File: src/rtl/wb_arbiter.sv
// rtl/wb_arbiter.sv - register writeback arbiter between ALU results and a 2-entry load-result queue
module wb_arbiter #(
    parameter int XLEN    = 64,
    parameter int QDEPTH  = 2,
    parameter int AGE_MAX = 3
) (
    input  logic            clk,
    input  logic            rst,
    input  logic            alu_valid_i,
    input  logic            alu_wen_i,
    input  logic [4:0]      alu_rd_i,
    input  logic [XLEN-1:0] alu_data_i,
    input  logic            mem_valid_i,
    output logic            mem_ready_o,
    input  logic [4:0]      mem_rd_i,
    input  logic [XLEN-1:0] mem_data_i,
    output logic            w_ena_o,
    output logic [4:0]      w_addr_o,
    output logic [XLEN-1:0] w_data_o,
    output logic            stall_req_o,
    output logic [31:0]     pending_o
);

    localparam logic [1:0] QFULL   = 2'(QDEPTH);
    localparam logic [2:0] AGE_LIM = 3'(AGE_MAX);

    logic [4:0]      q_rd   [0:1];
    logic [XLEN-1:0] q_data [0:1];
    logic [1:0]      q_valid;
    logic            wr_ptr;
    logic            rd_ptr;
    logic [1:0]      count;
    logic [2:0]      age;

    logic            push;
    logic            sel_pop;
    logic            sel_alu;
    logic [4:0]      head_rd;
    logic [XLEN-1:0] head_data;

    assign head_rd   = q_rd[rd_ptr];
    assign head_data = q_data[rd_ptr];

    // Queue status and writeback source selection; a waiting head that has aged out wins over the ALU
    always_comb begin
        mem_ready_o = (count < QFULL);
        stall_req_o = (count == QFULL) || ((count != 2'd0) && (age == AGE_LIM));
        push        = mem_valid_i && mem_ready_o;
        sel_pop     = 1'b0;
        sel_alu     = 1'b0;
        if (stall_req_o) begin
            sel_pop = 1'b1;
        end else if (alu_valid_i && alu_wen_i) begin
            sel_alu = 1'b1;
        end else if (count != 2'd0) begin
            sel_pop = 1'b1;
        end
    end

    // Scoreboard of destination registers still waiting in the queue; x0 never reported
    always_comb begin
        pending_o = '0;
        for (int i = 0; i < 2; i++) begin
            if (q_valid[i]) begin
                pending_o[q_rd[i]] = 1'b1;
            end
        end
        pending_o[0] = 1'b0;
    end

    // Queue storage, pointers, count and head age
    always_ff @(posedge clk) begin
        if (rst) begin
            q_valid <= '0;
            wr_ptr  <= 1'b0;
            rd_ptr  <= 1'b0;
            count   <= '0;
            age     <= '0;
        end else begin
            if (sel_pop) begin
                q_valid[rd_ptr] <= 1'b0;
                rd_ptr          <= ~rd_ptr;
            end
            if (push) begin
                q_rd[wr_ptr]    <= mem_rd_i;
                q_data[wr_ptr]  <= mem_data_i;
                q_valid[wr_ptr] <= 1'b1;
                wr_ptr          <= ~wr_ptr;
            end
            case ({push, sel_pop})
                2'b10:   count <= count + 2'd1;
                2'b01:   count <= count - 2'd1;
                default: count <= count;
            endcase
            if (sel_pop || (count == 2'd0)) begin
                age <= '0;
            end else if (age != AGE_LIM) begin
                age <= age + 3'd1;
            end
        end
    end

    // Registered regfile write port; writes to x0 are swallowed and idle outputs are zeroed
    always_ff @(posedge clk) begin
        if (rst) begin
            w_ena_o  <= 1'b0;
            w_addr_o <= '0;
            w_data_o <= '0;
        end else if (sel_pop && (head_rd != 5'd0)) begin
            w_ena_o  <= 1'b1;
            w_addr_o <= head_rd;
            w_data_o <= head_data;
        end else if (sel_alu && (alu_rd_i != 5'd0)) begin
            w_ena_o  <= 1'b1;
            w_addr_o <= alu_rd_i;
            w_data_o <= alu_data_i;
        end else begin
            w_ena_o  <= 1'b0;
            w_addr_o <= '0;
            w_data_o <= '0;
        end
    end

endmodule

File: config.mk
export PLATFORM = sky130hd
export DESIGN_NAME = wb_arbiter
export DESIGN_NICKNAME = d
export VERILOG_FILES = /design/src/rtl/wb_arbiter.sv
export SDC_FILE = /design/constraint.sdc
export NUM_CORES = 1
export LEC_CHECK = 0
export ABC_CLOCK_PERIOD_IN_PS = 13100
export BUFFER_PORTS_ARGS = -buffer_cell sky130_fd_sc_hd__buf_4
export CAP_MARGIN = 20
export CORE_UTILIZATION = 48
export DETAILED_ROUTE_END_ITERATION = 12
export PLACE_DENSITY_LB_ADDON = 0.3
export SLEW_MARGIN = 10
export SYNTH_ARGS = -nofsm -noshare
export SYNTH_HDL_FRONTEND = slang
export SYNTH_SLANG_ARGS = --single-unit
File: constraint.sdc
create_clock -name clk -period 13.1 [get_ports clk]
set_input_delay 1.31 -clock clk [delete_from_list [all_inputs] [get_ports clk]]
set_output_delay 1.31 -clock clk [all_outputs]
set_load 0.1 [all_outputs]
==> qor.csv, run 1 <==
metric,value,unit
"flops & latches, synth",218,
sequential share of the synthesized area,70.8,%
die area,17400,sq um
GPL Wtd Cong,0.840,
diode count,0,
"Setup Fix Bufs, Post-CTS",0,
Post-synth EDFFs,138,
row count,47,
cts repair resizes,0,
final core occ,65.4,%
Initial Utilization,49.1,%
Syn Inst Count,504,
vias per std cell,5.59,
latest clock arrival within the worst-skew pair,0.49,ns
fin crit share,26.4,%
"commonest non-fill, non-tap cell in the layout",buf_4,
PwrDens,207,nW/um^2
max-cap violations,0,
CP startpoint kind,register,
initial antenna violation count,0,
DRT Wirelength,18500,um
Layout area overhead,33.0,%
"commonest cells after routing, fill and taps aside","buf_4 (252), edfxtp_1 (138), dfxtp_1 (79)",
Synth async-reset ratio,0,%
WHS,0.430,ns
YS warnings,0,
Worst-path clk slew,0.06,ns
drt pass-1 iters,6,
total CTS buffers,22,
area of the core,16500,sq um
H-tree depth,1,
Static Leak,4.15,nW
Detailed Route Iter0 Violations,517,
total gr overflow,0,
DR vias,5448,
Nets,885,
Worst Path Required,11.79,ns
Worst-Margin Slew,0.974,ns
WL met2,9290,um
WL per Instance,19.0,um
post-route cell area,10800,sq um
mean post-synth cell area,16.1,sq um
dominant cells by area after synthesis,"edfxtp_1 (51%), dfxtp_1 (20%), mux2_2 (9.4%)",
Tmin final,3.46,ns
Setup CP Type,register to output port,
cells along the critical path,"or3b_2, o22ai_1, buf_4",
Clock Tree Root,clkbuf_16,
status,"finished, final reports clean",
Max Buffers Root-to-Sink,3,
relative slew slack,35.0,%
vias in the first global route,5600,
fmax,0.289,GHz
max-slew violations,0,
Crit path largest cell delay,0.56,ns
Critical-path top delay cell,or3b_2,
met3 WL,1670,um
Hold Crit Class,register to register,
Max Used Layer,met4,
Max Clock Skew,0.0148,ns
syn_nets,650,
placed inst area,10100,sq um
synthesized area,8120,sq um
top cell type's share of synthesized area,51.0,%
Total Neg Setup Slack,0,ns
predominant post-synthesis flop cell,edfxtp_1,
Finished Layout Cells,975,
CTS tree,done,
largest area contributor in the netlist,edfxtp_1,
Tot Pwr,2.24,mW
pre-CTS setup slack,10.11,ns
Die H,132,um
pin count of the biggest net entering global routing,74,
Top-Level Pins,247,
detailed-route DRC error count,0,
Crit. End Element,output port,
Yosys cell types,40,
Fin. Hold Viols,0,
die width,132,um
# clock sinks,218,
RSZ-0062 raised after global routing,no,
HPWL after DPL,12100,um
Placed Cells,935,
gr usage total,21.0,%
"Arr. time, crit path",2.15,ns
Peak VDD IR,0.132,mV
first-pass GRT wire length,29000,um
Final ANT Viol Nets,0,
Port Buffers,245,
met1 WL,7270,um
Final setup viols,0,
hold_buf cts,0,
fraction of layout cells with a size suffix above 1,48.2,%
crit path max fanout,10,
setup ws final,9.64,ns
-- path summary, 6_finish.rpt --
check,end,slack [ns],cells after the start,start
setup / recovery,pending_o[9],9.64,3,q_rd[0][2]
setup reg to reg,w_data_o[6],10.30,4,register
hold reg to reg,age[0],0.43,1,age[0]
hold / removal,age[0],0.43,1,age[0]
-- metal layers --
metal  GRT usage, %  vias up
met5              0        -
met4           4.52        0
met3           6.11       34
met2           36.1      253
met1           26.3     2666
li1               -     2495
-- cell type report --
class | count | area [sq um]
multi-input cells | 240 | 2160
well taps | 220 | 275
clock inverters | 6 | 53.8
fillers | 1193 | 5720
flip-flops and latches | 218 | 5750
repair buffers | 252 | 1890
inverters | 5 | 18.8
clock buffers | 34 | 657
-- Yosys cell counts (2+ instances only) --
master    count
a21oi_1       4
a22o_1        4
a32o_1       64
buf_2        15
buf_4         3
buf_6         6
clkbuf_1     16
dfxtp_1      80
edfxtp_1    138
ha_1          3
inv_1         5
mux2_2       68
mux2i_1       2
nand2_1       4
nand3_1       4
nand3b_1     11
nor2_1       10
nor3_1        2
nor3b_1       3
o21ai_0       2
o22ai_1      32
or3_1         5
or3b_2        5
xor2_1        2
-- sequential cells by signal, summed over array words and instances (netlist names), named ones only --
name	flops
w_addr_o	5
q_data	128
count	2
age	3
rd_ptr	1
wr_ptr	1
q_valid	2
w_data_o	64
q_rd	10
w_ena_o	1
-- critical path, delay by kind of cell (launching register included) --
family / cells / cell delay (ns)
AO/OA/AOI/OAI: 1 / 0.23
buffers and inverters: 1 / 0.33
flip-flops: 1 / 0.52
AND/OR/NAND/NOR: 1 / 0.56
-- power by group --
part | total (mW) | switching, mW | internal, mW | leakage, nW
logic | 0.735 | 0.513 | 0.222 | 1.87
registers | 0.891 | 0.0663 | 0.825 | 1.92
clock network | 0.608 | 0.244 | 0.364 | 0.352
total | 2.24 | 0.824 | 1.41 | 4.15
-- cell families after synthesis --
kind of cell               Yosys count  synth area share [%]
muxes                               70                  9.68
buffers and inverters               46                  3.05
xor gates and xnor gates             3                 0.324
adders and majority gates            3                 0.462
DFF                                218                  70.8
AOI/OAI and AO/OA                  110                  11.6
other                                1                0.0462
and+or+nand+nor                     53                  4.10
Power figures use the tool's default switching activity.
==> run 2, diff against run 1 <==
- ABC_CLOCK_PERIOD_IN_PS: 13100 -> 2800
- CORE_UTILIZATION: 48 -> 46
- clock period: 13.1 -> 2.8 ns (I/O delays scaled with it)
==> qor.csv, run 2 (synthesis gave the netlist of run 1 again) <==
metric,value,unit,change
Layout area overhead,45.5,%,was 33.0%
row count,48,,was 47
GPL Wtd Cong,0.818,,was 0.840
Peak VDD IR,0.693,mV,was 0.132 mV
pre-CTS setup slack,0.693,ns,was 10.11 ns
Final setup viols,0,,unchanged
initial antenna violation count,1,,was 0
area of the core,17200,sq um,was 16500 sq um
filler instances,1150,,was 1193
gr usage total,21.4,%,was 21.0%
Static Leak,4.56,nW,was 4.15 nW
PwrDens,891,nW/um^2,was 207 nW/um^2
setup ws final,0.397,ns,was 9.64 ns
drt pass-1 iters,5,,was 6
# clock sinks,218,,unchanged
Max Buffers Root-to-Sink,3,,unchanged
DR vias,5841,,was 5448
"Arr. time, crit path",2.12,ns,was 2.15 ns
Worst path top cell family by delay,simple AND/OR/NAND/NOR gates,,unchanged
max FFs per register,128,,unchanged
Final ANT Viol Nets,0,,unchanged
Worst-path clk slew,0.06,ns,about the same
Clock Tree Root,clkbuf_16,,unchanged
Hold Crit Class,primary input to register,,was register to register
Detailed Route Iter0 Violations,432,,was 517
cells along the critical path,"or3b_2, o22ai_1, buf_4",,unchanged
Crit. End Element,output port,,unchanged
Tot Pwr,10.5,mW,was 2.24 mW
DRT Wirelength,19700,um,was 18500 um
worst path bufs/invs,1,,unchanged
CP startpoint kind,register,,unchanged
detailed-route DRC error count,0,,unchanged
Tmin final,2.40,ns,
biggest regs,"q_data x128, w_data_o x64, q_rd x10",,unchanged
Worst-Margin Slew,1.01,ns,was 0.974 ns
crit path max fanout,10,,unchanged
Reg with most FFs,q_data,,unchanged
latest clock arrival within the worst-skew pair,0.48,ns,was 0.49 ns
"commonest cells after routing, fill and taps aside","buf_4 (255), edfxtp_1 (138), dlygate4sd3_1 (96)",,"was buf_4 (252), edfxtp_1 (138), dfxtp_1 (79)"
total gr overflow,0,,unchanged
die width,135,um,was 132 um
"commonest non-fill, non-tap cell in the layout",buf_4,,unchanged
max-slew violations,0,,unchanged
max-cap violations,0,,unchanged
Nets,986,,was 885
fraction of layout cells with a size suffix above 1,43.3,%,was 48.2%
total CTS buffers,23,,was 22
Max Clock Skew,0.00839,ns,was 0.0148 ns
die area,18200,sq um,was 17400 sq um
"Setup Fix Bufs, Post-CTS",0,,unchanged
Placed Cells,944,,was 935
Critical-path top delay cell,or3b_2,,unchanged
Worst Path Required,2.52,ns,was 11.79 ns
Top-Level Pins,247,,unchanged
relative slew slack,32.9,%,was 35.0%
Die H,135,um,was 132 um
status,"finished, final reports clean",,unchanged
pin count of the biggest net entering global routing,48,,was 74
Setup CP Type,register to output port,,unchanged
WL per Instance,18.2,um,was 19.0 um
HPWL after DPL,12500,um,was 12100 um
R2R depth,4,,unchanged
cts repair resizes,0,,unchanged
RSZ-0062 raised after global routing,no,,unchanged
WHS Path Cells,2,,was 1
Initial Utilization,47.1,%,was 49.1%
first-pass GRT wire length,30600,um,was 29000 um
Finished Layout Cells,1083,,was 975
vias per std cell,5.39,,was 5.59
H-tree depth,1,,unchanged
fin crit share,85.8,%,
Crit path largest cell delay,0.58,ns,was 0.56 ns
fmax,0.416,GHz,
Port Buffers,245,,unchanged
Crit path depth,3,,unchanged
final core occ,68.6,%,was 65.4%
CTS tree,done,,unchanged
Fin. Hold Viols,0,,unchanged
vias in the first global route,6094,,was 5600
-- run 2: repair_timing --
action,CTS,global route
endpoints found under the setup margin,0,0
hold buffers,92,4
hold endpoints to repair,161,4
-- run 2: power breakdown --
group / switching, mW / internal [mW]
combinational: 2.61 / 1.15
sequential: 0.169 / 3.86
clock: 1.15 / 1.59
-- run 2: area by class of cell --
class                      instances  area, sq um  share of cell area [%]
timing repair buffer             352         2900                    24.5
tap                              225          282                    2.38
antenna                            2         5.00                  0.0424
clock inverter                     9         51.3                   0.434
multi-input combinational        240         2180                    18.4
sequential                       218         5750                    48.7
inverter                           5         18.8                   0.159
clock buffer                      32          639                    5.41
-- run 2: per-stage QoR --
step	hold WS [ns]	TNS, ns	cell area, sq um
after floorplan	0.379	-0.107	8150
after global placement	0.406	0	10200
after detailed placement	0.435	0	10200
after CTS	0.000301	0	11800
after global routing	0.00182	0	11800
final	0.0101	0	11800
-- run 2: path summary, 6_finish.rpt --
| kind | start | to | slack, ns |
|---|---|---|---|
| hold reg to reg | age[0] | age[0] | 0.44 |
| hold / removal | alu_data_i[57] | w_data_o[57] | 0.01 |
| setup reg to reg | q_rd[1][2] | w_data_o[59] | 0.67 |
| setup / recovery | q_rd[0][2] | pending_o[11] | 0.40 |
-- run 2: layer usage --
metal  vias up  track usage [%]  routed length, um
met5         -                0                  0
met4         0             5.62                325
met3        31             4.20               1370
met2       261             37.9              10200
met1      2852             26.6               7870
li1       2697                -                  -
